[src/rtl/uart_tx_buffered_if.sv]
// uart_tx_buffered_if
//   Write/status bus between the core (master) and the buffered UART
//   transmitter (slave).
//   tx_data     [7:0] byte to enqueue, sampled on the edge where tx_wr is high
//   tx_wr             one-cycle write strobe
//   tx_full           FIFO holds FIFO_DEPTH entries
//   tx_empty          FIFO holds no entries
//   tx_busy           transmitter active or bytes still queued
//   tx_overflow       one-cycle pulse when a write is dropped
interface uart_tx_buffered_if;
  logic [7:0] tx_data;
  logic       tx_wr;
  logic       tx_full;
  logic       tx_empty;
  logic       tx_busy;
  logic       tx_overflow;

  modport master (
    output tx_data,
    output tx_wr,
    input  tx_full,
    input  tx_empty,
    input  tx_busy,
    input  tx_overflow
  );

  modport slave (
    input  tx_data,
    input  tx_wr,
    output tx_full,
    output tx_empty,
    output tx_busy,
    output tx_overflow
  );
endinterface

[src/rtl/uart_tx_buffered.sv]
// uart_tx_buffered
//   Buffered UART transmitter. Bytes written over the bus are queued in a
//   small circular FIFO and drained bit-serially onto UART_tx as 8N1 frames,
//   or 8E1 frames when UART_TX_PARITY_EN is defined.
//
// Optional feature macro: UART_TX_PARITY_EN (even parity bit after the data).
//
// Parameters
//   CLKS_PER_BIT  clock cycles per serial bit (2..65535)
//   FIFO_DEPTH    byte entries, power of two, 2..16
//
// Ports
//   clk           system clock
//   rst           asynchronous active-high reset
//   bus           uart_tx_buffered_if.slave (tx_data/tx_wr in, status out)
//   tx_state_out  current FSM state (IDLE=0 START=1 DATA_BITS=2 PARITY=3 STOP=4)
//   UART_tx       registered serial line, idles high
module uart_tx_buffered #(
  parameter int CLKS_PER_BIT = 16,
  parameter int FIFO_DEPTH   = 4
) (
  input  logic                clk,
  input  logic                rst,
  uart_tx_buffered_if.slave   bus,
  output logic [2:0]          tx_state_out,
  output logic                UART_tx
);

  localparam int PTR_W = $clog2(FIFO_DEPTH);
  localparam int CNT_W = PTR_W + 1;
  localparam logic [15:0]      BAUD_LAST = 16'(CLKS_PER_BIT - 1);
  localparam logic [CNT_W-1:0] CNT_FULL  = CNT_W'(FIFO_DEPTH);

  // Elaboration-time parameter sanity checks.
  generate
    if (CLKS_PER_BIT < 2 || CLKS_PER_BIT > 65535) begin : g_bad_cpb
      $error("uart_tx_buffered: CLKS_PER_BIT out of range");
    end
    if (FIFO_DEPTH < 2 || FIFO_DEPTH > 16 || (FIFO_DEPTH & (FIFO_DEPTH - 1)) != 0) begin : g_bad_depth
      $error("uart_tx_buffered: FIFO_DEPTH must be a power of two in 2..16");
    end
  endgenerate

  typedef enum logic [2:0] {
    IDLE      = 3'd0,
    START     = 3'd1,
    DATA_BITS = 3'd2,
    PARITY    = 3'd3,
    STOP      = 3'd4
  } state_t;

  // FSM / datapath registers
  state_t           state_q,   state_d;
  logic [15:0]      baud_q,    baud_d;
  logic [2:0]       bit_cnt_q, bit_cnt_d;
  logic [7:0]       shift_q,   shift_d;
  logic             line_q,    line_d;
`ifdef UART_TX_PARITY_EN
  logic             parity_q,  parity_d;
`endif

  // FIFO registers
  logic [PTR_W-1:0] wr_ptr_q,  wr_ptr_d;
  logic [PTR_W-1:0] rd_ptr_q,  rd_ptr_d;
  logic [CNT_W-1:0] count_q,   count_d;
  logic [7:0]       fifo_mem [FIFO_DEPTH];

  logic [7:0]       fifo_head;
  logic             fifo_full;
  logic             fifo_empty;
  logic             push;
  logic             pop;
  logic             baud_done;

  assign fifo_full  = (count_q == CNT_FULL);
  assign fifo_empty = (count_q == '0);
  assign fifo_head  = fifo_mem[rd_ptr_q];
  assign baud_done  = (baud_q == BAUD_LAST);

  // A dequeue in the same cycle frees a slot, so a write to a full FIFO is
  // still accepted when the FSM pops at that edge.
  assign push = bus.tx_wr && (!fifo_full || pop);

  assign bus.tx_full     = fifo_full;
  assign bus.tx_empty    = fifo_empty;
  assign bus.tx_busy     = (state_q != IDLE) || !fifo_empty;
  assign bus.tx_overflow = bus.tx_wr && fifo_full && !pop;

  assign UART_tx      = line_q;
  assign tx_state_out = state_q;

  // Storage is left unreset: after reset the pointers and count mark it empty.
  always_ff @(posedge clk) begin
    if (push) begin
      fifo_mem[wr_ptr_q] <= bus.tx_data;
    end
  end

  // FIFO pointer and occupancy update.
  always_comb begin
    wr_ptr_d = wr_ptr_q;
    rd_ptr_d = rd_ptr_q;
    count_d  = count_q;
    if (push) begin
      wr_ptr_d = wr_ptr_q + PTR_W'(1);
    end
    if (pop) begin
      rd_ptr_d = rd_ptr_q + PTR_W'(1);
    end
    case ({push, pop})
      2'b10:   count_d = count_q + CNT_W'(1);
      2'b01:   count_d = count_q - CNT_W'(1);
      default: count_d = count_q;
    endcase
  end

  // Transmit FSM next-state logic. line_d carries the level of the state
  // being entered so UART_tx changes on the same edge as the state.
  always_comb begin
    state_d   = state_q;
    baud_d    = baud_q + 16'd1;
    bit_cnt_d = bit_cnt_q;
    shift_d   = shift_q;
    line_d    = line_q;
    pop       = 1'b0;
`ifdef UART_TX_PARITY_EN
    parity_d  = parity_q;
`endif

    case (state_q)
      IDLE: begin
        baud_d = 16'd0;
        line_d = 1'b1;
        if (!fifo_empty) begin
          pop       = 1'b1;
          shift_d   = fifo_head;
          bit_cnt_d = 3'd0;
`ifdef UART_TX_PARITY_EN
          parity_d  = ^fifo_head;
`endif
          state_d   = START;
          line_d    = 1'b0;
        end
      end

      START: begin
        if (baud_done) begin
          baud_d  = 16'd0;
          state_d = DATA_BITS;
          line_d  = shift_q[0];
        end
      end

      DATA_BITS: begin
        if (baud_done) begin
          baud_d  = 16'd0;
          shift_d = {1'b0, shift_q[7:1]};
          if (bit_cnt_q == 3'd7) begin
            bit_cnt_d = 3'd0;
`ifdef UART_TX_PARITY_EN
            state_d   = PARITY;
            line_d    = parity_q;
`else
            state_d   = STOP;
            line_d    = 1'b1;
`endif
          end else begin
            bit_cnt_d = bit_cnt_q + 3'd1;
            line_d    = shift_q[1];
          end
        end
      end

`ifdef UART_TX_PARITY_EN
      PARITY: begin
        if (baud_done) begin
          baud_d  = 16'd0;
          state_d = STOP;
          line_d  = 1'b1;
        end
      end
`endif

      STOP: begin
        if (baud_done) begin
          baud_d = 16'd0;
          if (!fifo_empty) begin
            // Chain straight into the next start bit: frames are contiguous.
            pop       = 1'b1;
            shift_d   = fifo_head;
            bit_cnt_d = 3'd0;
`ifdef UART_TX_PARITY_EN
            parity_d  = ^fifo_head;
`endif
            state_d   = START;
            line_d    = 1'b0;
          end else begin
            state_d = IDLE;
            line_d  = 1'b1;
          end
        end
      end

      default: begin
        baud_d  = 16'd0;
        state_d = IDLE;
        line_d  = 1'b1;
      end
    endcase
  end

  // All state registers. Asynchronous reset drives the line high at once.
  always_ff @(posedge clk or posedge rst) begin
    if (rst) begin
      state_q   <= IDLE;
      baud_q    <= 16'd0;
      bit_cnt_q <= 3'd0;
      shift_q   <= 8'd0;
      line_q    <= 1'b1;
`ifdef UART_TX_PARITY_EN
      parity_q  <= 1'b0;
`endif
      wr_ptr_q  <= '0;
      rd_ptr_q  <= '0;
      count_q   <= '0;
    end else begin
      state_q   <= state_d;
      baud_q    <= baud_d;
      bit_cnt_q <= bit_cnt_d;
      shift_q   <= shift_d;
      line_q    <= line_d;
`ifdef UART_TX_PARITY_EN
      parity_q  <= parity_d;
`endif
      wr_ptr_q  <= wr_ptr_d;
      rd_ptr_q  <= rd_ptr_d;
      count_q   <= count_d;
    end
  end

endmodule

[src/flat_wrapper.sv]
// flat-port wrapper written by rule: the top's interface ports become plain ports
module uart_tx_buffered_flat 
#(
  parameter int CLKS_PER_BIT = 16,
  parameter int FIFO_DEPTH   = 4
)
  (clk, rst, tx_state_out, UART_tx, bus_tx_data, bus_tx_wr, bus_tx_full, bus_tx_empty, bus_tx_busy, bus_tx_overflow);
  uart_tx_buffered_if bus_i ();
  input  logic clk;
  input  logic rst;
  output logic [2:0] tx_state_out;
  output logic UART_tx;
  input wire logic [$bits(bus_i.tx_data)-1:0] bus_tx_data;
  input wire logic [$bits(bus_i.tx_wr)-1:0] bus_tx_wr;
  output wire logic [$bits(bus_i.tx_full)-1:0] bus_tx_full;
  output wire logic [$bits(bus_i.tx_empty)-1:0] bus_tx_empty;
  output wire logic [$bits(bus_i.tx_busy)-1:0] bus_tx_busy;
  output wire logic [$bits(bus_i.tx_overflow)-1:0] bus_tx_overflow;
  assign bus_i.tx_data = bus_tx_data;
  assign bus_i.tx_wr = bus_tx_wr;
  assign bus_tx_full = bus_i.tx_full;
  assign bus_tx_empty = bus_i.tx_empty;
  assign bus_tx_busy = bus_i.tx_busy;
  assign bus_tx_overflow = bus_i.tx_overflow;
  uart_tx_buffered #(.CLKS_PER_BIT(CLKS_PER_BIT), .FIFO_DEPTH(FIFO_DEPTH)) u_core (.clk(clk), .rst(rst), .bus(bus_i), .tx_state_out(tx_state_out), .UART_tx(UART_tx));
endmodule
[config.mk]
export PLATFORM = sky130hd
export DESIGN_NAME = uart_tx_buffered_flat
export DESIGN_NICKNAME = d
export VERILOG_FILES = /design/src/rtl/uart_tx_buffered_if.sv /design/src/rtl/uart_tx_buffered.sv /design/src/flat_wrapper.sv
export SDC_FILE = /design/constraint.sdc
export NUM_CORES = 1
export LEC_CHECK = 0
export BUFFER_PORTS_ARGS = -buffer_cell sky130_fd_sc_hd__buf_2
export CAP_MARGIN = 10
export CORE_MARGIN = 1.5
export CORE_UTILIZATION = 55
export DETAILED_ROUTE_END_ITERATION = 7
export PLACE_DENSITY = 0.73
export SYNTH_ARGS = -nofsm -noshare
export SYNTH_HDL_FRONTEND = slang
export SYNTH_SLANG_ARGS = --single-unit
[constraint.sdc]
create_clock -name clk -period 2.7 [get_ports clk]
set_input_delay 0.81 -clock clk [delete_from_list [all_inputs] [get_ports clk]]
set_output_delay 0.81 -clock clk [all_outputs]
set_load 0.005 [all_outputs]
==> results of run 1 <==
## power groups by stage
stage                     Sequential [W]  Combinational (W)  Clock (W)
after global routing             0.00167            0.00123   0.000962
after detailed placement         0.00165            0.00107          0
after global placement           0.00163            0.00105          0
after floorplan                  0.00152           0.000939          0
final                            0.00163            0.00110   0.000903
after CTS                        0.00163            0.00108   0.000917
## worst max-delay path: cells and delay by family, from the launching register on
kind	cells	cell delay, ps
compound gates	1	240
flops	1	450
buf+inv	1	120
simple gates	3	660
## what timing repair did
action	4_1_cts	5_1_grt
setup endpoints to repair	1	1
pin swaps	0	3
buffers inserted	0	6
resized for setup	3	3
## metrics by stage
step           std cells  hold WS [ps]
6_report             370           502
4_1_cts              364           473
3_5_place_dp         348           462
2_1_floorplan        261           433
5_1_grt              370           545
3_3_place_gp         348           446
## Yosys cell counts (2+ instances only)
| cell | n |
|---|---|
| dfrtp_1 | 37 |
| edfxtp_1 | 32 |
| nor2_1 | 31 |
| nand2_1 | 28 |
| xnor2_1 | 14 |
| inv_1 | 12 |
| mux4_2 | 8 |
| nand3_1 | 8 |
| a31oi_1 | 7 |
| ha_1 | 7 |
| xor2_1 | 5 |
| a21oi_1 | 4 |
| and2_1 | 4 |
| and3_1 | 4 |
| buf_2 | 4 |
| nand4_1 | 4 |
| nor3_1 | 4 |
| buf_6 | 3 |
| mux2_2 | 3 |
| nand2b_1 | 3 |
| nor4_4 | 3 |
| clkbuf_1 | 2 |
| clkbuf_8 | 2 |
| o21ai_0 | 2 |
| o22ai_1 | 2 |
## flip-flops by register name (all words and copies together), names as in the netlist
name and count:
u_core.rd_ptr_q 2, u_core.UART_tx 1, u_core.shift_q 8, u_core.tx_state_out 3
u_core.wr_ptr_q 2, u_core.count_q 3, u_core.bit_cnt_q 3, u_core.fifo_mem 32
u_core.baud_q 16
## logic make-up after synthesis
family                     count (synthesis)
xor gates and xnor gates                  19
adders and majority gates                  8
AOI/OAI and AO/OA                         25
and+or+nand+nor                          101
buffers and inverters                     25
DFF                                       70
muxes                                     13
## cell type report
cell class	count	area share (%)
flip-flops and latches	70	51.5
inverters	12	1.21
clock inverters	7	2.39
well taps	75	2.52
clock buffers	9	3.33
repair buffers	31	5.04
multi-input cells	166	34.0
## metal layers
layer  vias up  track usage [%]
met5         -                0
met4         0             10.7
met3        12             3.82
met2        47             31.3
met1      1011             27.8
li1        979                -
## worst max-delay path by stage
| stage | start | to | slack, ps | cells after the start |
|---|---|---|---|---|
| 2_1_floorplan | u_core.baud_q[0]$_DFF_PP0_ | u_core.count_q[2]$_DFFE_PP0P_ | 400 | 10 |
| 3_3_place_gp | u_core.baud_q[0]$_DFF_PP0_ | bus_tx_overflow | 390 | 6 |
| 3_5_place_dp | u_core.baud_q[0]$_DFF_PP0_ | bus_tx_overflow | 360 | 6 |
| 4_1_cts | u_core.baud_q[12]$_DFF_PP0_ | bus_tx_overflow | 2 | 5 |
| 5_1_grt | u_core.baud_q[7]$_DFF_PP0_ | bus_tx_overflow | 20 | 5 |
| 6_report | u_core.baud_q[13]$_DFF_PP0_ | bus_tx_overflow | 80 | 5 |
==> summary.txt, run 1 <==
Run status
  – Outcome: completed

STA
  – Slack of the critical path: 77.8 ps
  – Clk_skew: 8.71 ps
  – Relative slew margins: 47.7%
  – Final hold viol count: 0
  – Fmax: 381 MHz
  – Tcrit/Tclk final: 97.1%
  – Slew Viols, Final: 0
  – Slew @ Worst Pin: 785 ps
  – Final Setup Violations: 0
  – Crit path time final: 2620 ps
  – RSZ-0062 raised after global routing: false
  – Setup TNS: 0 ps

Cells and area
  – Ant diodes: 0
  – Commonest non-fill, non-tap cell in the layout: dfrtp_1
  – Nets: 309
  – P&R area growth vs syn: 11.9%
  – Design Area, Final: 0.00372 mm^2
  – Multi-input logic area: 0.00126 mm^2
  – Fin util: 63.2%
  – Commonest cells after routing, fill and taps aside: dfrtp_1, edfxtp_1, nor2_1
  – Register area: 0.00192 mm^2
  – Fillers: 465
  – Layout cells sized above 1: 26.1%

Critical path
  – Worst Path Max Fanout: 4
  – Worst reg2reg endpoint: u_core.bit_cnt_q[0]$_DFFE_PP0P_
  – Critical path type: reg2out
  – R2r setup slk: 330 ps
  – Startpoint types: flip-flop
  – WP data arrival: 1810 ps
  – Critical Path RT: 1890 ps
  – Worst path max stage delay: 450 ps
  – R2r worst-path depth: 7
  – Critical R2R Launch: u_core.baud_q[13]$_DFF_PP0_
  – Crit. End Element: output pin
  – Critical path's slowest cell: dfrtp_1
  – Worst-path cell chain: nor4_4 -> nand4_2 -> a21o_2 -> and3_1 -> buf_2

Power
  – PwrDens: 975 mW/mm^2
  – Comb pwr share: 30.3%
  – Sequential share of power: 44.9%
  – Clock network power share: 24.9%
  – Sw Ratio: 32.2%
  – VDD IR max: 559 uV
  – Post-route total power: 0.00363 W
  – LEAKAGE: 1.50 nW
  – Internal Power: 0.00246 W
  – Psw: 0.00117 W

Synth
  – Synth top area share: 28.9%
  – YS warnings: 0
  – Yosys top cell by area: edfxtp_1
  – Unique masters post-synth: 53
  – Yosys reg bits: 70
  – Mapped Nets: 280
  – Netlist Area Pre-Place: 0.00332 mm^2
  – Asr flop ratio synth: 54.3%
  – Register area share after synthesis: 57.5%
  – Adder-Cell Fraction of Synth Area: 3.24%
  – Synth Area in XOR/XNOR: 5.01%
  – Synth area leaders: edfxtp_1, dfrtp_1, mux4_2, xnor2_1, nor2_1
  – Main combinational cell family by area after synthesis: simple AND/OR/NAND/NOR gates
  – Post-synth EDFFs: 32
  – Top_reg_cell synth: dfrtp_1
  – Compound-Gate Fraction of Synth Area: 5.98%
  – Synth Instances: 261
  – Syn avg cell area: 12.7 um^2
  – Area share of and/or/nand/nor cells after synthesis: 16.5%
  – Mux contribution to synthesized area: 7.08%

Clocking
  – H-tree depth: 3
  – Clk sinks: 70
  – Number of CTS-inserted buffers: 9
  – Worst skew pair latency: 340 ps
  – CTS tree: built
  – CTS Hold Bufs: 0
  – Clock Pin Slew Worst Setup and Hold Paths: 70 ps
  – Root Driver: clkbuf_8
  – Clk buf depth: 2

Routing
  – Antenna-violating nets left: 0
  – Highest Signal Layer: met4
  – WL met3: 219 um
  – Initial drt markers: 159
  – Via/cell ratio: 5.54
  – WL/cell: 15.8 um
  – Met2 WL: 2.82 mm
  – DR vias: 2,049
  – Pre-Repair DR Iteration Count: 4
  – M1 WL: 2.69 mm
  – Routed Wire Length: 5.85 mm
  – Residual DRC: 0

Floorplanning
  – CORE AREA: 0.00589 mm^2
  – Ports: 19
  – Die area: 0.00652 mm^2
  – Die Wd: 80.7 um
  – Num rows: 28
  – Die Y: 80.7 um
  – Initial Utilization: 56.5%

GRT
  – Global-route wire length before repair: 9.63 mm
  – Initial antenna violation count: 0
  – Pin count of the biggest net entering global routing: 39
  – Vias in the first global route: 1,996
  – Total Routing Usage GR: 20.4%
  – GRT Residual Overflow: 0

Place
  – DP Worst Slack: 358 ps
  – HPWL Detailed: 3.87 mm
  – Placed cell area: 0.00345 mm^2
  – Placer congestion estimate: 0.790
  – PortBufs: 18

Job
  – MaxCap Viol Count: 0

Worst hold path
  – Hold path depth: 1
  – Hold EP: u_core.bit_cnt_q[0]$_DFFE_PP0P_
  – Min-delay worst type: reg2reg
  – Hold path startpoint: u_core.bit_cnt_q[0]$_DFFE_PP0P_
Note: power is estimated with default switching activity, not from simulation.
==> inputs of run 2 (changes only) <==
Settings changed: CORE_ASPECT_RATIO set to 1.1, PLACE_DENSITY 0.73 to 0.72.
==> summary.txt, run 2 (synthesis gave the netlist of run 1 again) <==
Run status
  – Outcome: completed

Clocking
  – Root Driver: clkbuf_8
  – Number of CTS-inserted buffers: 9
  – Clk buf depth: 2
  – Clock Pin Slew Worst Setup and Hold Paths: 70 ps
  – Clk sinks: 70
  – H-tree depth: 3
  – CTS tree: built
  – Worst skew pair latency: 340 ps

Floorplanning
  – Die area: 0.00652 mm^2
  – Ports: 19
  – Die Y: 84.5 um
  – CORE AREA: 0.00581 mm^2
  – Initial Utilization: 57.3%
  – Num rows: 29
  – Die Wd: 77.1 um

GRT
  – Initial antenna violation count: 0
  – Vias in the first global route: 2,024
  – Pin count of the biggest net entering global routing: 28
  – Global-route wire length before repair: 9.56 mm
  – Total Routing Usage GR: 19.5%
  – GRT Residual Overflow: 0

Critical path
  – Crit. End Element: output pin
  – Critical path type: reg2out
  – Worst Path Max Fanout: 6
  – R2r setup slk: 260 ps
  – Critical Path RT: 1890 ps
  – WP data arrival: 1870 ps
  – Startpoint types: flip-flop

Cells and area
  – Largest Register: u_core.fifo_mem
  – Commonest cells after routing, fill and taps aside: dfrtp_1, edfxtp_1, nor2_1
  – Max FFs per register: 32
  – Layout cells sized above 1: 27.6%
  – Ant diodes: 0
  – Nets: 315
  – Fillers: 447
  – Commonest non-fill, non-tap cell in the layout: dfrtp_1
  – Final Non-Filler Cells: 378
  – Top Registers: u_core.fifo_mem (32), u_core.baud_q (16), u_core.shift_q (8)
  – Register area: 0.00192 mm^2
  – P&R area growth vs syn: 14.2%
  – Multi-input logic area: 0.00128 mm^2

Routing
  – WL met3: 205 um
  – M1 WL: 2.54 mm
  – Highest Signal Layer: met4
  – Met2 WL: 3.08 mm
  – Residual DRC: 0
  – Pre-Repair DR Iteration Count: 4
  – WL/cell: 15.6 um
  – Via/cell ratio: 5.38
  – DR vias: 2,035
  – Routed Wire Length: 5.89 mm
  – Antenna-violating nets left: 0
  – Initial drt markers: 107

Power
  – VDD IR max: 661 uV
  – LEAKAGE: 1.53 nW
  – PwrDens: 958 mW/mm^2

STA
  – Clk_skew: 9.70 ps
  – Final Setup Violations: 0
  – Crit path time final: 2680 ps
  – Final hold viol count: 0
  – Slew @ Worst Pin: 767 ps
  – Slew Viols, Final: 0
  – Relative slew margins: 48.8%
  – Fmax: 373 MHz
  – Tcrit/Tclk final: 99.3%
  – Setup TNS: 0 ps

Place
  – Placer congestion estimate: 0.804
  – Dpl cells: 351
  – HPWL Detailed: 3.90 mm
  – PortBufs: 18

Job
  – MaxCap Viol Count: 0

Worst hold path
  – Min-delay worst type: reg2reg
-- run 2: what timing repair did --
action                     CTS  global route
setup endpoints to repair    1             1
setup buffers                2             9
resized for setup            3             7
hold buffers                 0             0
pin swaps                    1             4
-- run 2: worst paths after layout --
check / from / end / cells after the start
worst min register to register: u_core.baud_q[0]$_DFF_PP0_ / u_core.baud_q[0]$_DFF_PP0_ / 1
min in group asynchronous: rst / u_core.baud_q[11]$_DFF_PP0_ / 2
worst min-delay path: u_core.baud_q[0]$_DFF_PP0_ / u_core.baud_q[0]$_DFF_PP0_ / 1
max in group asynchronous: rst / u_core.UART_tx$_DFFE_PP1P_ / 3
worst max register to register: u_core.baud_q[6]$_DFF_PP0_ / u_core.fifo_mem[2][5]$_DFFE_PP_ / 6
worst max-delay path: u_core.baud_q[6]$_DFF_PP0_ / bus_tx_overflow / 5
-- run 2: layer usage --
| layer | up-vias | track usage, % |
|---|---|---|
| met5 | - | 0 |
| met2 | 38 | 32.5 |
| li1 | 989 | - |
| met1 | 1002 | 24.1 |
| met3 | 6 | 5.54 |
| met4 | 0 | 7.60 |
-- run 2: power by group --
| part | switching, W | internal (W) |
|---|---|---|
| Clock | 0.000364 | 0.000514 |
| Combinational | 0.000569 | 0.000577 |
| Sequential | 0.000211 | 0.00140 |
-- run 2: through the flow --
step                hold slack [ps]  area [um^2]  util, %  total power (W)  setup slack [ps]
finish                          464         3790     65.4          0.00364              20.0
global route                    484         3790     65.4          0.00387             -41.7
CTS                             467         3700     63.8          0.00362              3.53
detailed placement              454         3470     59.8          0.00272               297
global placement                443         3470     59.8          0.00269               327
floorplan                       433         3320        -          0.00246               405
-- run 2: cell type report --
| type | instances | area share [%] |
|---|---|---|
| flip-flops and latches | 70 | 50.5 |
| multi-input cells | 166 | 33.7 |
| repair buffers | 37 | 6.63 |
| clock buffers | 11 | 3.46 |
| well taps | 77 | 2.54 |
| clock inverters | 5 | 1.95 |
| inverters | 12 | 1.19 |
-- run 2: worst max-delay path, cell delays in order (launching register included) --
cell     delay (ps)
dfrtp_2         450
nor4_4          360
nand4_2         190
a21o_4          260
and3_4          170
buf_6           110
==> inputs of run 3 (changes only) <==
--- a/config.mk
+++ b/config.mk
@@ -11,5 +11,7 @@
 export CORE_MARGIN = 1.5
 export CORE_UTILIZATION = 55
+export CTS_CLUSTER_DIAMETER = 150
 export DETAILED_ROUTE_END_ITERATION = 7
+export GPL_TIMING_DRIVEN = 0
 export PLACE_DENSITY = 0.72
 export SYNTH_ARGS = -nofsm -noshare
==> constraint.sdc (replaced) <==
create_clock -name clk -period 2.7 [get_ports clk]
set_input_delay 0.405 -clock clk [delete_from_list [all_inputs] [get_ports clk]]
set_output_delay 0.405 -clock clk [all_outputs]
set_load 0.005 [all_outputs]
==> summary.txt, run 3 (synthesis gave the netlist of run 1 again) <==
Place
  – DP Worst Slack: 130 ps
  – Placer congestion estimate: 0.739
  – Dpl cells: 355
  – HPWL Detailed: 3.71 mm
  – PortBufs: 17
  – Placed cell area: 0.00351 mm^2

Power
  – LEAKAGE: 1.51 nW
  – Sequential share of power: 42.5%
  – Psw: 0.00120 W
  – PwrDens: 967 mW/mm^2
  – Comb pwr share: 32.6%
  – Sw Ratio: 33.4%
  – VDD IR max: 584 uV
  – Internal Power: 0.00239 W
  – Clock network power share: 24.9%

Critical path
  – Crit. End Element: output pin
  – Worst-path cell chain: or3_2 -> nand2_1 -> a21o_2 -> buf_2 -> and3_1 -> buf_2
  – Most used cell, CP: buf_2
  – Worst Path Max Fanout: 8
  – Critical path type: reg2out
  – Startpoint types: flip-flop
  – Top delay family on crit path: simple AND/OR/NAND/NOR gates
  – Critical Path RT: 2300 ps
  – Critical path's slowest cell: or3_2
  – Worst path max stage delay: 540 ps
  – Critical path buffers and inverters: 2
  – WP data arrival: 2070 ps

STA
  – Setup TNS: 0 ps
  – Final Setup Violations: 0
  – RSZ-0062 raised after global routing: false
  – Relative slew margins: 47.7%
  – Slack of the critical path: 224 ps
  – Clk_skew: 8.25 ps
  – Fmax: 404 MHz
  – Crit path time final: 2480 ps
  – Slew @ Worst Pin: 784 ps
  – Worst hold slack: 192 ps
  – Tcrit/Tclk final: 91.7%
  – Slew Viols, Final: 0
  – Final hold viol count: 0

Job
  – MaxCap Viol Count: 0

Clocking
  – H-tree depth: 3
  – Clk sinks: 70
  – CTS tree: built
  – Clock Pin Slew Worst Setup and Hold Paths: 90 ps
  – CTS Hold Bufs: 0
  – Clk buf depth: 2
  – Number of CTS-inserted buffers: 9
  – Worst skew pair latency: 350 ps
  – Root Driver: clkbuf_8

Routing
  – WL/cell: 14.7 um
  – Residual DRC: 0
  – DR vias: 2,016
  – Initial drt markers: 70
  – Antenna-violating nets left: 0
  – Via/cell ratio: 5.43
  – Routed Wire Length: 5.45 mm
  – Pre-Repair DR Iteration Count: 4

Floorplanning
  – CORE AREA: 0.00581 mm^2
  – Ports: 19
  – Die Wd: 77.1 um
  – Initial Utilization: 57.3%
  – Die Y: 84.5 um
  – Num rows: 29
  – Die area: 0.00652 mm^2

Cells and area
  – Max FFs per register: 32
  – Final Non-Filler Cells: 371
  – Ant diodes: 0
  – Commonest non-fill, non-tap cell in the layout: dfrtp_1
  – Nets: 308
  – P&R area growth vs syn: 11.9%
  – Design Area, Final: 0.00372 mm^2
  – Layout cells sized above 1: 24.5%
  – Largest Register: u_core.fifo_mem
  – Top Registers: u_core.fifo_mem (32), u_core.baud_q (16), u_core.shift_q (8)
  – Commonest cells after routing, fill and taps aside: dfrtp_1, edfxtp_1, nor2_1

Worst hold path
  – Min-delay worst type: in2async

GRT
  – GRT Residual Overflow: 0
  – Total Routing Usage GR: 19.2%
  – Pin count of the biggest net entering global routing: 39
  – Vias in the first global route: 2,026
  – Global-route wire length before repair: 9.51 mm
  – Initial antenna violation count: 0

Run status
  – Outcome: completed
[run 3: cell count changes in the layout (fill, tap and decap cells not counted), moves of 3 or more]
cell,previous run,this run
buf_4,18,1
buf_2,17,21
dfrtp_1,34,37
dfrtp_2,3,0
[run 3: power by group through the flow]
stage / combinational [W] / sequential, W / clock, W
3_3_place_gp: 0.00116 / 0.00154 / 0
3_5_place_dp: 0.00119 / 0.00155 / 0
4_1_cts: 0.00120 / 0.00153 / 0.000906
6_report: 0.00117 / 0.00153 / 0.000896
5_1_grt: 0.00132 / 0.00156 / 0.000952
2_1_floorplan: 0.000939 / 0.00152 / 0
[run 3: final cells by class]
cell class / instances / area [um^2]
timing repair buffer: 17 / 85.1
sequential: 70 / 1910
buffer: 13 / 109
clock buffer: 9 / 124
inverter: 12 / 45.0
multi-input combinational: 166 / 1260
tap: 77 / 96.3
fill: 459 / 2090
clock inverter: 7 / 86.3
[run 3: per-layer routing]
| layer | vias to the layer above | track usage, % | share of wire [%] |
|---|---|---|---|
| li1 | 980 | - | - |
| met5 | - | 0 | 0 |
| met2 | 29 | 31.8 | 51 |
| met1 | 997 | 24.1 | 45 |
| met3 | 10 | 3.70 | 2.6 |
| met4 | 0 | 9.92 | 1.9 |
[run 3: what timing repair did]
item / 4_1_cts / 5_1_grt
gates resized for setup: 0 / 1
setup endpoints to repair: 0 / 2
setup buffers: 0 / 0
[run 3: metrics by stage]
stage / power, W / util [%]
6_report: 0.00360 / 64.1
5_1_grt: 0.00383 / 64.1
4_1_cts: 0.00363 / 64.0
3_5_place_dp: 0.00274 / 60.4
3_3_place_gp: 0.00270 / 60.4
2_1_floorplan: 0.00246 / -
[run 3: worst paths after layout]
path / endpoint / cells past startpoint / start / slack (ps)
setup / recovery: bus_tx_overflow / 6 / u_core.count_q[0]$_DFFE_PP0P_ / 220
hold / removal: u_core.bit_cnt_q[0]$_DFFE_PP0P_ / 2 / rst / 190
setup reg to reg: u_core.count_q[1]$_DFFE_PP0P_ / 10 / u_core.baud_q[0]$_DFF_PP0_ / 240
hold reg to reg: u_core.baud_q[0]$_DFF_PP0_ / 1 / u_core.baud_q[0]$_DFF_PP0_ / 460
max in group asynchronous: u_core.count_q[1]$_DFFE_PP0P_ / 2 / rst / 2000
min in group clk: u_core.fifo_mem[0][4]$_DFFE_PP_ / 1 / bus_tx_data[4] / 260
